--- src/rtl/contact_bounce_gen_pkg.sv ---
// Shared types and constants for the contact bounce generator.
// Holds the FSM state encoding, the LFSR tap mask and a width helper.
package contact_bounce_gen_pkg;

    typedef enum logic [1:0] {
        IDLE       = 2'b00,
        GLITCH_ON  = 2'b01,
        GLITCH_OFF = 2'b10,
        SETTLE     = 2'b11
    } state_t;

    localparam logic [15:0] LFSR_TAPS = 16'hB400;

    // Bits needed to hold 0..value-1; never less than one.
    function automatic int clog2(input int value);
        int result;
        int v;
        result = 0;
        v = value - 1;
        while (v > 0) begin
            result++;
            v = v >> 1;
        end
        return (result < 1) ? 1 : result;
    endfunction

endpackage

--- src/rtl/lfsr16.sv ---
// Free-running 16-bit Galois LFSR used as the chatter randomness source.
// An all-zero seed would lock the register, so it is replaced by 1.
module lfsr16
    import contact_bounce_gen_pkg::*;
(
    input  logic        clk,
    input  logic        reset_n,
    input  logic [15:0] seed,
    output logic [15:0] value
);

    logic [15:0] seed_safe;

    assign seed_safe = (seed == 16'h0000) ? 16'h0001 : seed;

    // NOTE: sequential state uses non-blocking assignments so every register samples pre-edge values.
    always_ff @(posedge clk or negedge reset_n) begin
        if (!reset_n) begin
            value <= seed_safe;
        end else if (value[0]) begin
            value <= (value >> 1) ^ LFSR_TAPS;
        end else begin
            value <= value >> 1;
        end
    end

endmodule

--- src/rtl/contact_bounce_gen.sv ---
// Emulates mechanical switch chatter: each level change gives a random glitch burst then a settle hold.
// Optional statistics ports are built when CONTACT_BOUNCE_GEN_STATS_EN is defined.
module contact_bounce_gen
    import contact_bounce_gen_pkg::*;
#(
    parameter int          CLK_FREQ_HZ = 50_000_000,
    parameter int          SETTLE_MS   = 50,
    parameter int          PHASE_BITS  = 12,
    parameter int          GLITCH_BITS = 3,
    parameter logic [15:0] SEED        = 16'hACE1
) (
    input  logic        clk,
    input  logic        reset_n,
    input  logic        level_in,
    input  logic        bounce_en,
    output logic        sw_out,
    output logic        busy,
    output logic        done_tick
`ifdef CONTACT_BOUNCE_GEN_STATS_EN
    ,
    output logic [15:0] event_count,
    output logic [15:0] glitch_total
`endif
);

    localparam int SETTLE_CYCLES = CLK_FREQ_HZ / 1000 * SETTLE_MS;
    localparam int SETTLE_W      = clog2(SETTLE_CYCLES);
    localparam logic [SETTLE_W-1:0] SETTLE_LOAD = SETTLE_W'(SETTLE_CYCLES - 1);

    logic [15:0]            lfsr;
    logic [GLITCH_BITS-1:0] g_rand;
    logic [PHASE_BITS-1:0]  phase_rand;
    logic                   unused_lfsr_bits;

    state_t                 state;
    logic                   target;
    logic                   stable;
    logic [PHASE_BITS-1:0]  phase_cnt;
    logic [GLITCH_BITS-1:0] remaining;
    logic [SETTLE_W-1:0]    settle_cnt;

    lfsr16 u_lfsr (
        .clk     (clk),
        .reset_n (reset_n),
        .seed    (SEED),
        .value   (lfsr)
    );

    assign g_rand           = lfsr[GLITCH_BITS-1:0];
    assign phase_rand       = lfsr[PHASE_BITS+GLITCH_BITS-1:GLITCH_BITS];
    assign unused_lfsr_bits = ^lfsr;

    // Outputs are assigned alongside the state change so they track the next state with no extra lag.
    always_ff @(posedge clk or negedge reset_n) begin
        if (!reset_n) begin
            state      <= IDLE;
            target     <= 1'b0;
            stable     <= 1'b0;
            phase_cnt  <= '0;
            remaining  <= '0;
            settle_cnt <= '0;
            sw_out     <= 1'b0;
            busy       <= 1'b0;
            done_tick  <= 1'b0;
        end else begin
            done_tick <= 1'b0;
            case (state)
                IDLE: begin
                    if (level_in != stable) begin
                        target <= level_in;
                        sw_out <= level_in;
                        busy   <= 1'b1;
                        if (!bounce_en || g_rand == '0) begin
                            settle_cnt <= SETTLE_LOAD;
                            state      <= SETTLE;
                        end else begin
                            remaining <= g_rand;
                            phase_cnt <= phase_rand;
                            state     <= GLITCH_ON;
                        end
                    end
                end
                GLITCH_ON: begin
                    if (phase_cnt == '0) begin
                        phase_cnt <= phase_rand;
                        sw_out    <= ~target;
                        state     <= GLITCH_OFF;
                    end else begin
                        phase_cnt <= phase_cnt - 1'b1;
                    end
                end
                GLITCH_OFF: begin
                    if (phase_cnt == '0) begin
                        sw_out <= target;
                        if (remaining == GLITCH_BITS'(1)) begin
                            settle_cnt <= SETTLE_LOAD;
                            state      <= SETTLE;
                        end else begin
                            remaining <= remaining - 1'b1;
                            phase_cnt <= phase_rand;
                            state     <= GLITCH_ON;
                        end
                    end else begin
                        phase_cnt <= phase_cnt - 1'b1;
                    end
                end
                SETTLE: begin
                    if (settle_cnt == '0) begin
                        stable    <= target;
                        done_tick <= 1'b1;
                        busy      <= 1'b0;
                        state     <= IDLE;
                    end else begin
                        settle_cnt <= settle_cnt - 1'b1;
                    end
                end
            endcase
        end
    end

`ifdef CONTACT_BOUNCE_GEN_STATS_EN
    logic        start_glitched;
    logic [16:0] glitch_sum;

    assign start_glitched = (state == IDLE) && (level_in != stable) && bounce_en && (g_rand != '0);
    assign glitch_sum     = {1'b0, glitch_total} + 17'(g_rand);

    always_ff @(posedge clk or negedge reset_n) begin
        if (!reset_n) begin
            event_count  <= 16'h0000;
            glitch_total <= 16'h0000;
        end else begin
            if (done_tick) begin
                event_count <= event_count + 16'h0001;
            end
            if (start_glitched) begin
                glitch_total <= glitch_sum[16] ? 16'hFFFF : glitch_sum[15:0];
            end
        end
    end
`endif

endmodule

--- config.mk ---
export PLATFORM = sky130hd
export DESIGN_NAME = contact_bounce_gen
export DESIGN_NICKNAME = d
export VERILOG_FILES = /design/src/rtl/contact_bounce_gen_pkg.sv /design/src/rtl/lfsr16.sv /design/src/rtl/contact_bounce_gen.sv
export SDC_FILE = /design/constraint.sdc
export NUM_CORES = 1
export LEC_CHECK = 0
export BUFFER_PORTS_ARGS = -buffer_cell sky130_fd_sc_hd__buf_2
export CORE_UTILIZATION = 32
export DETAILED_ROUTE_END_ITERATION = 7
export HOLD_SLACK_MARGIN = 0.15
export RECOVER_POWER = 100
export SLEW_MARGIN = 10
export SYNTH_ARGS = -nofsm -noshare
export SYNTH_HDL_FRONTEND = slang
export SYNTH_SLANG_ARGS = --single-unit
--- constraint.sdc ---
create_clock -name clk -period 2.81 [get_ports clk]
set_clock_uncertainty 0.2 [all_clocks]
set_input_delay 0.1405 -clock clk [delete_from_list [all_inputs] [get_ports clk]]
set_output_delay 0.1405 -clock clk [all_outputs]
set_load 0.02 [all_outputs]
==> results.yml, run 1 <==
placed_design:
  place.gp.congestion: 0.793
  io_buffers: 6
  placed_area_um2: 3520
  place_hpwl_um: 5110
final_layout:
  syn_to_final_growth_pct: 13.7
  drive_above_1_share_pct: 13.3
  antenna_cells: 0
  stdcell_area_um2: 3720
  fin_nets: 370
  finalCoreUtilization_pct: 37.9
  n_fill_cell: 1039
worst_setup_path:
  crit_path_max_incr_delay_ns: 0.58
  slowest_stage: "or4_1"
  path_delay_family: "simple AND/OR/NAND/NOR gates"
  startpoint_type: "flip-flop"
  worstPathArrival_ns: 2.70
  r2r_end: "state[1]"
  r2r_start: "settle_cnt[0]"
  crit_buf_inv: 1
  cp_cell_sequence: "inv_1, ha_1, or4b_1, or4_1, o21ai_2, nand3_2, mux2_4"
  cp-end-kind: "flip-flop"
  reg2reg_slack_ns: 0.13
  crit_cells: 7
  crit_fanout: 7
  ff2ff_path_depth: 7
  path_class: "flip-flop to flip-flop"
  cp.required_ns: 2.83
  critPathLaunch: "settle_cnt[0]"
floorplan:
  die_area_um2: 10600
  rows: 36
  start_util_pct: 33.3
  fp.dieH_um: 103
  pin_count: 7
  die_w_um: 103
  coreArea_um2: 9820
yosys:
  synth.net_count: 353
  syn_area_um2: 3270
  ys_seq_area_share_pct: 46.2
  ys_ff_latch: 60
  yosysTopAreaCellShare_pct: 39.8
  synth_top_cell_by_area: "dfrtp_1"
  syn_avg_cell_area_um2: 9.62
  synthFlopType: "dfrtp_1"
  synth_cells: 340
  synth-warning-count: 0
  synthArstFlopShare_pct: 100
  synth-edff-count: 0
  synthTopCellsByArea: "dfrtp_1 (40%), dfstp_2 (6.4%), o21ai_1 (4.1%), a21oi_1 (4.0%), ha_1 (3.4%)"
  synth_cell_type_count: 62
grt:
  antenna_found_initial: 0
  grt.total_usage_pct: 15.6
  grt_pass1_wl_um: 12600
  first_global_vias: 2595
  grt_max_degree: 61
  grt_overflow: 0
hold_path:
  holdPathStages: 0
  min_delay_worst_endpoint: "u_lfsr.value[5]"
  min_from: "u_lfsr.value[6]"
  hold_path.class: "flip-flop to flip-flop"
cts:
  cts_buffers: 9
  clock-sinks: 60
  cts_root_buffer: "clkbuf_8"
  clk_latency_ns: 0.34
  h-tree-depth: 3
  clock_path_buffers: 2
  clk_transition_reported_paths_ns: 0.07
  cts_tree: "built"
route:
  viasPerCell: 5.43
  routedWlPerCell_um: 15.2
  finalWirelength_um: 7540
  drt_first_iter_violations: 200
  firstDrtPassIters: 4
  num_vias: 2689
  antenna_left: 0
  drc: 0
timing:
  finalHoldViolations: 0
  final.period_utilization_pct: 95.5
  max_freq_mhz: 373
  fin_tns_setup_ns: 0
  grt_setup_unrepaired: "false"
  min_period_ns: 2.68
  slew_headroom_pct: -1.56
  slew_violations: 61
  setup_violations: 0
  tightest_slew_ns: 1.52
power_and_ir_drop:
  ir_drop_v: 0.000245
  powerDensity_nw_per_um2: 451
  p_leak_nw: 1.53
run_status:
  violations: "capacitance limit, slew limit"
  status: "complete, but fails checks"
run:
  cap_viol_max_count: 1
[flip-flops by register name (all words and copies together) (netlist names)]
| signal | flops |
|---|---|
| u_lfsr.value | 16 |
| done_tick | 1 |
| phase_cnt | 12 |
| remaining | 3 |
| settle_cnt | 22 |
| busy | 1 |
| sw_out | 1 |
| stable | 1 |
| target | 1 |
| state | 2 |
[cell usage in the layout, fill, tap and decap left out, types with 8 or more instances in the layout]
| cell | instances |
|---|---|
| a21oi_1 | 26 |
| buf_4 | 11 |
| clkbuf_8 | 10 |
| dfrtp_1 | 52 |
| ha_1 | 9 |
| inv_1 | 14 |
| nand2_1 | 20 |
| nand3_1 | 8 |
| nor2_1 | 22 |
| nor3_1 | 14 |
| nor4_1 | 11 |
| o21ai_0 | 16 |
| o21ai_1 | 17 |
| o31ai_1 | 9 |
| or4_1 | 11 |
[synth_stat cells, types with 3 or more instances]
master and n:
dfstp_2 8, clkbuf_1 10, nor4_1 11, nand4_1 3, nor3_1 14, and4_1 7, nand2_1 20, xor2_1 3
nand3_1 8, o211ai_1 5, o2bb2ai_1 6, a21oi_1 26, o31ai_1 8, o21ai_0 7, mux2i_1 3, dfrtp_1 52
or3_1 6, nor2_1 22, buf_2 5, a31oi_1 7, or4_4 3, o21ai_1 27, ha_1 9, inv_1 14
or4_1 10
[final cells by class]
type                    count  area, um^2  area share, %
well taps                 133         166           4.48
flip-flops and latches     60        1510           40.6
clock inverters             6        63.8           1.72
multi-input cells         248        1600           43.1
inverters                  15        56.3           1.51
repair buffers             23         179           4.81
clock buffers              10         138           3.70
[power by group]
group          internal, W      switching, W   total, W  leakage, nW
registers         0.000864  0.00000000000113   0.000864        0.748
logic           0.00000470         0.0000195  0.0000242        0.687
clock network     0.000432          0.000359   0.000791       0.0983
[layer usage]
metal	global-route usage (%)	wire [um]	vias up
li1	-	-	1329
met1	20.4	3700	1311
met2	24.5	3500	40
met3	4.54	261	9
met4	6.07	87	0
met5	0	0	-
[logic make-up (layout without fill, tap and decap cells)]
logic type,Yosys count,after routing,share of synthesized area [%]
compound gates,109,109,21.5
xor+xnor,4,4,1.07
fa+ha+maj,9,9,3.44
buf+inv,32,54,4.32
flops,60,60,46.2
mux,5,5,1.72
simple gates,121,121,21.8
[per-stage QoR]
stage          setup slack, ns  total power (W)  cells  hold slack (ns)
4_1_cts                  0.153          0.00172    495            0.168
3_3_place_gp             0.296         0.000904    477            0.148
5_1_grt                0.00968          0.00175    495            0.187
2_1_floorplan            0.218         0.000882    340           -0.355
6_report                 0.127          0.00168    495            0.174
3_5_place_dp             0.197         0.000904    477            0.152
[timing repair]
action / in CTS / in global routing
buffers inserted: 0 / 0
endpoints found under the hold margin: 54 / 0
resized for setup: 0 / 1
endpoints found under the setup margin: 0 / 1
hold buffers: 2 / 0
[worst reg2reg max path: stages (launching register included)]
cell,delay [ns]
dfrtp_1,0.42
inv_1,0.07
ha_1,0.18
or4b_1,0.49
or4_1,0.58
o21ai_2,0.20
nand3_2,0.11
mux2_4,0.31
[worst max path at each step]
stage | slack (ns) | end
finish | 0.13 | state[1]
global route | 0.01 | state[1]
CTS | 0.15 | remaining[2]
detailed placement | 0.20 | remaining[2]
global placement | 0.30 | remaining[2]
floorplan | 0.22 | state[1]
Note: power is estimated with default switching activity, not from simulation.
==> inputs of run 2 (changes only) <==
Settings changed: CORE_UTILIZATION 32 to 62, PLACE_DENSITY from default to 0.79.
==> run 2 against run 1 <==
The run still ends with capacitance limit, slew limit left; routed wire length down 3.1%; die area down 48%; first-iteration DRC count up 3.0%; combinational power up 2%; final area down 2.6%; power up 4.5%; setup slack worse by 0.037 ns; hold slack better by 0.0026 ns; sequential power about the same; clock-buffer cell count up 2; global-route usage up 13 points; via count up 1.3%; critical endpoint is now remaining[2]; highest routed layer unchanged.
==> results.yml, run 2 (synthesis gave the netlist of run 1 again) <==
floorplan:
  rows: 26
  coreArea_um2: 5110
  fp.dieH_um: 74.6
  pin_count: 7
  start_util_pct: 64.0
  die_area_um2: 5570
  die_w_um: 74.6
grt:
  grt_overflow: 0
  grt.total_usage_pct: 28.8
  antenna_found_initial: 0
  first_global_vias: 2570
  grt_pass1_wl_um: 11900
  grt_max_degree: 30
worst_setup_path:
  startpoint_type: "flip-flop"
  path_delay_family: "simple AND/OR/NAND/NOR gates"
  cp-end-kind: "flip-flop"
  critPathLaunch: "phase_cnt[0]"
  cp.required_ns: 2.89
  crit_path_max_incr_delay_ns: 0.66
  worstPathArrival_ns: 2.80
  slowest_stage: "or4b_2"
  cp_cell_sequence: "inv_1, ha_1, or4b_2, o31ai_1, nand4b_1, o32ai_1, a211o_1"
  path_class: "flip-flop to flip-flop"
  r2r_start: "phase_cnt[0]"
  crit_buf_inv: 1
  crit_fanout: 7
final_layout:
  drive_above_1_share_pct: 11.9
  fin_nets: 369
  final_common_cell: "dfrtp_1"
  regMostFlops: "settle_cnt"
  largest_reg_flops: 22
  reg_top3: "settle_cnt x22, u_lfsr.value x16, phase_cnt x12"
  most-common-layout-cells: "dfrtp_1 (52), a21oi_1 (26), nor2_1 (22)"
  antenna_cells: 0
  syn_to_final_growth_pct: 10.8
power_and_ir_drop:
  p_switching_w: 0.000363
  powerDensity_nw_per_um2: 484
  clock_power_share_pct: 49.4
  ir_drop_v: 0.000469
  p_leak_nw: 1.51
  comb_power_share_pct: 1.4
  seqPwrFrac_pct: 49.2
  p_int_w: 0.00139
  swShare_pct: 20.7
timing:
  setup_violations: 0
  min_period_ns: 2.72
  finalHoldViolations: 0
  final.period_utilization_pct: 96.8
  hold_ws_ns: 0.177
  max_freq_mhz: 368
  grt_setup_unrepaired: "false"
  slew_violations: 30
  slew_headroom_pct: -2.33
  finalWorstSetupSlack_ns: 0.0902
  fin_tns_setup_ns: 0
  tightest_slew_ns: 1.54
run_status:
  violations: "capacitance limit, slew limit"
  status: "complete, but fails checks"
placed_design:
  preCtsSetupSlack_ns: 0.190
  place.gp.congestion: 0.847
  place_hpwl_um: 5100
  io_buffers: 6
cts:
  cts_tree: "built"
  clock_path_buffers: 2
  post_cts_buffers: 0
  clock-sinks: 60
  cts_root_buffer: "clkbuf_8"
  cts_buffers: 9
  postCtsHoldBufs: 2
  cts_resized: 0
  clk_transition_reported_paths_ns: 0.07
  h-tree-depth: 3
  clk_latency_ns: 0.34
route:
  viasPerCell: 6.32
  drc: 0
  antenna_left: 0
  routedWlPerCell_um: 17.0
  firstDrtPassIters: 4
  finalWirelength_um: 7310
  drt_first_iter_violations: 206
  num_vias: 2724
hold_path:
  min_from: "u_lfsr.value[6]"
  hold_path.class: "flip-flop to flip-flop"
run:
  cap_viol_max_count: 1
run 2: changes by cell type in the layout (fill, tap and decap cells not counted), moves of 2 or more:
cell,change
buf_4,-3
clkbuf_1,+4
clkbuf_2,+2
buf_12,-2
run 2: through the flow:
stage          total power, W  cells  area, um^2  util, %
6_report              0.00175    431        3620     70.9
2_1_floorplan        0.000882    340        3270        -
4_1_cts               0.00177    431        3650     71.4
3_3_place_gp         0.000904    413        3410     66.7
5_1_grt               0.00179    431        3620     70.9
3_5_place_dp         0.000904    413        3410     66.7
run 2: layer usage:
metal  GRT usage, %  part of all wire, %  vias to the layer above
met2           48.4                   51                       53
met5              0                    0                        -
met1           36.1                   43                     1327
met4           14.7                  1.8                        0
li1               -                    -                     1329
met3           4.69                  4.4                       15
run 2: area by class of cell:
class                           instances  area (um^2)
Multi-Input combinational cell        248         1610
Tap cell                               70         87.6
Sequential cell                        60         1510
Fill cell                             408         1480
Timing Repair Buffer                   22          136
Clock inverter                          4         72.6
Inverter                               15         56.3
Clock buffer                           12          145
run 2: power groups by stage:
stage	clock network, W	logic [W]	registers [W]
5_1_grt	0.000902	0.0000298	0.000863
6_report	0.000866	0.0000246	0.000864
4_1_cts	0.000874	0.0000268	0.000864
3_5_place_dp	0	0.0000245	0.000880
2_1_floorplan	0	0.00000198	0.000880
3_3_place_gp	0	0.0000240	0.000880
run 2: worst paths after layout:
check,cells past startpoint,slack (ns),to
worst max-delay path,7,0.09,remaining[2]
worst min-delay path,0,0.18,u_lfsr.value[5]
worst max register to register,7,0.09,remaining[2]
worst min register to register,0,0.18,u_lfsr.value[5]
max in group asynchronous,3,0.69,u_lfsr.value[0]
min in group asynchronous,2,0.50,settle_cnt[9]
==> inputs of run 3 (changes only) <==
Settings changed: CELL_PAD_IN_SITES_DETAIL_PLACEMENT from default to 0, CELL_PAD_IN_SITES_GLOBAL_PLACEMENT from default to 1, CORE_UTILIZATION 62 to 49, PLACE_DENSITY 0.79 to default, PLACE_DENSITY_LB_ADDON from default to 0.1.
==> run 3 against run 2 <==
The flow still finishes with violations (capacitance limit, slew limit); die area grew 26%; sequential cell count is the same; fmax grew 2.5%; hold slack is essentially flat; critical path depth grew 1; via count shrank 3.4%; power shrank 1.1%; non-clock buffer count grew 6; setup slack gained 0.066 ns; sequential share of layout area shrank 0.71 points; combinational power grew 3%; critical endpoint is now settle_cnt[20].
==> results.yml, run 3 (synthesis gave the netlist of run 1 again) <==
worst_setup_path:
  cp-end-kind: "flip-flop"
  r2r_start: "settle_cnt[0]"
  ff2ff_path_depth: 8
  startpoint_type: "flip-flop"
  slowest_stage: "or4b_1"
  path_delay_family: "simple AND/OR/NAND/NOR gates"
  worstPathArrival_ns: 2.71
  cp.required_ns: 2.86
  crit_cells: 8
  crit_buf_inv: 2
  path_class: "flip-flop to flip-flop"
  crit_fanout: 5
  cp_cell_sequence: "inv_1, ha_1, or4b_1, buf_4, nor4_4, nand2_1, or4_1, a21oi_1"
  r2r_end: "settle_cnt[20]"
  crit_path_max_incr_delay_ns: 0.48
  reg2reg_slack_ns: 0.16
timing:
  slew_violations: 35
  finalHoldViolations: 0
  hold_ws_ns: 0.177
  tightest_slew_ns: 1.85
  finalWorstSetupSlack_ns: 0.156
  setup_violations: 0
  max_freq_mhz: 377
  final.period_utilization_pct: 94.5
  slew_headroom_pct: -23.1
  min_period_ns: 2.65
  fin_tns_setup_ns: 0
hold_path:
  holdPathStages: 0
  min_from: "u_lfsr.value[7]"
  hold_path.class: "flip-flop to flip-flop"
  min_delay_worst_endpoint: "u_lfsr.value[6]"
final_layout:
  finalCoreUtilization_pct: 57.7
  fin_nets: 375
  reg_top3: "settle_cnt x22, u_lfsr.value x16, phase_cnt x12"
  final_common_cell: "dfrtp_1"
  antenna_cells: 0
  most-common-layout-cells: "dfrtp_1 (52), a21oi_1 (26), nor2_1 (22)"
  syn_to_final_growth_pct: 12.7
  drive_above_1_share_pct: 13.1
  stdcell_area_um2: 3690
  regMostFlops: "settle_cnt"
  largest_reg_flops: 22
floorplan:
  die_area_um2: 7010
  rows: 29
  die_w_um: 83.7
  pin_count: 7
  fp.dieH_um: 83.7
  coreArea_um2: 6390
  start_util_pct: 51.2
grt:
  grt_overflow: 0
  grt_pass1_wl_um: 12600
  first_global_vias: 2552
  antenna_found_initial: 0
  grt_max_degree: 35
  grt.total_usage_pct: 22.7
route:
  drc: 0
  antenna_left: 0
  finalWirelength_um: 7270
  viasPerCell: 5.93
  firstDrtPassIters: 4
  drt_first_iter_violations: 129
  routedWlPerCell_um: 16.4
  num_vias: 2632
cts:
  clock_path_buffers: 2
  clk_latency_ns: 0.34
  clk_transition_reported_paths_ns: 0.07
  cts_buffers: 9
  h-tree-depth: 3
  clock-sinks: 60
  cts_resized: 0
  cts_root_buffer: "clkbuf_8"
  cts_tree: "built"
run_status:
  status: "complete, but fails checks"
  violations: "capacitance limit, slew limit"
power_and_ir_drop:
  ir_drop_v: 0.000316
  powerDensity_nw_per_um2: 471
  p_leak_nw: 1.53
placed_design:
  io_buffers: 6
  preCtsSetupSlack_ns: 0.116
  place.gp.congestion: 0.810
  placed_area_um2: 3440
  place_hpwl_um: 5160
run:
  cap_viol_max_count: 1
-- run 3: cell type report --
cell class | count | area, um^2
Clock buffer | 10 | 128
Clock inverter | 6 | 88.8
Fill cell | 558 | 2700
Inverter | 15 | 56.3
Multi-Input combinational cell | 248 | 1620
Sequential cell | 60 | 1510
Tap cell | 77 | 96.3
Timing Repair Buffer | 28 | 188
-- run 3: how the worst max path moves through the flow --
stage | startpoint | end | slack (ns)
6_report | settle_cnt[0] | settle_cnt[20] | 0.16
2_1_floorplan | settle_cnt[0] | state[1] | 0.22
4_1_cts | phase_cnt[0] | remaining[2] | 0.08
3_5_place_dp | phase_cnt[0] | remaining[2] | 0.12
3_3_place_gp | phase_cnt[1] | remaining[2] | 0.12
5_1_grt | phase_cnt[0] | remaining[2] | -0.01
-- run 3: power breakdown --
group | total (W) | internal [W] | switching, W
Sequential | 0.000864 | 0.000864 | 0.000000000000664
Combinational | 0.0000253 | 0.00000556 | 0.0000197
Clock | 0.000846 | 0.000499 | 0.000347
Total | 0.00173 | 0.00137 | 0.000367
-- run 3: metal layers --
layer  track usage (%)  routed length [um]  vias to the layer above
li1                  -                   -                     1342
met1              29.4                3420                     1245
met2              37.5                3560                       31
met3              3.76                 128                       14
met4              10.0                 156                        0
met5                 0                   0                        -
-- run 3: per-stage QoR --
stage          cells  power [W]
2_1_floorplan    340   0.000882
4_1_cts          442    0.00176
3_3_place_gp     423   0.000905
6_report         444    0.00173
5_1_grt          444    0.00180
3_5_place_dp     423   0.000905
-- run 3: timing repair --
action,4_1_cts,5_1_grt
buffers inserted,0,2
hold buffers,3,0
endpoints found under the hold margin,62,0
endpoints found under the setup margin,0,1
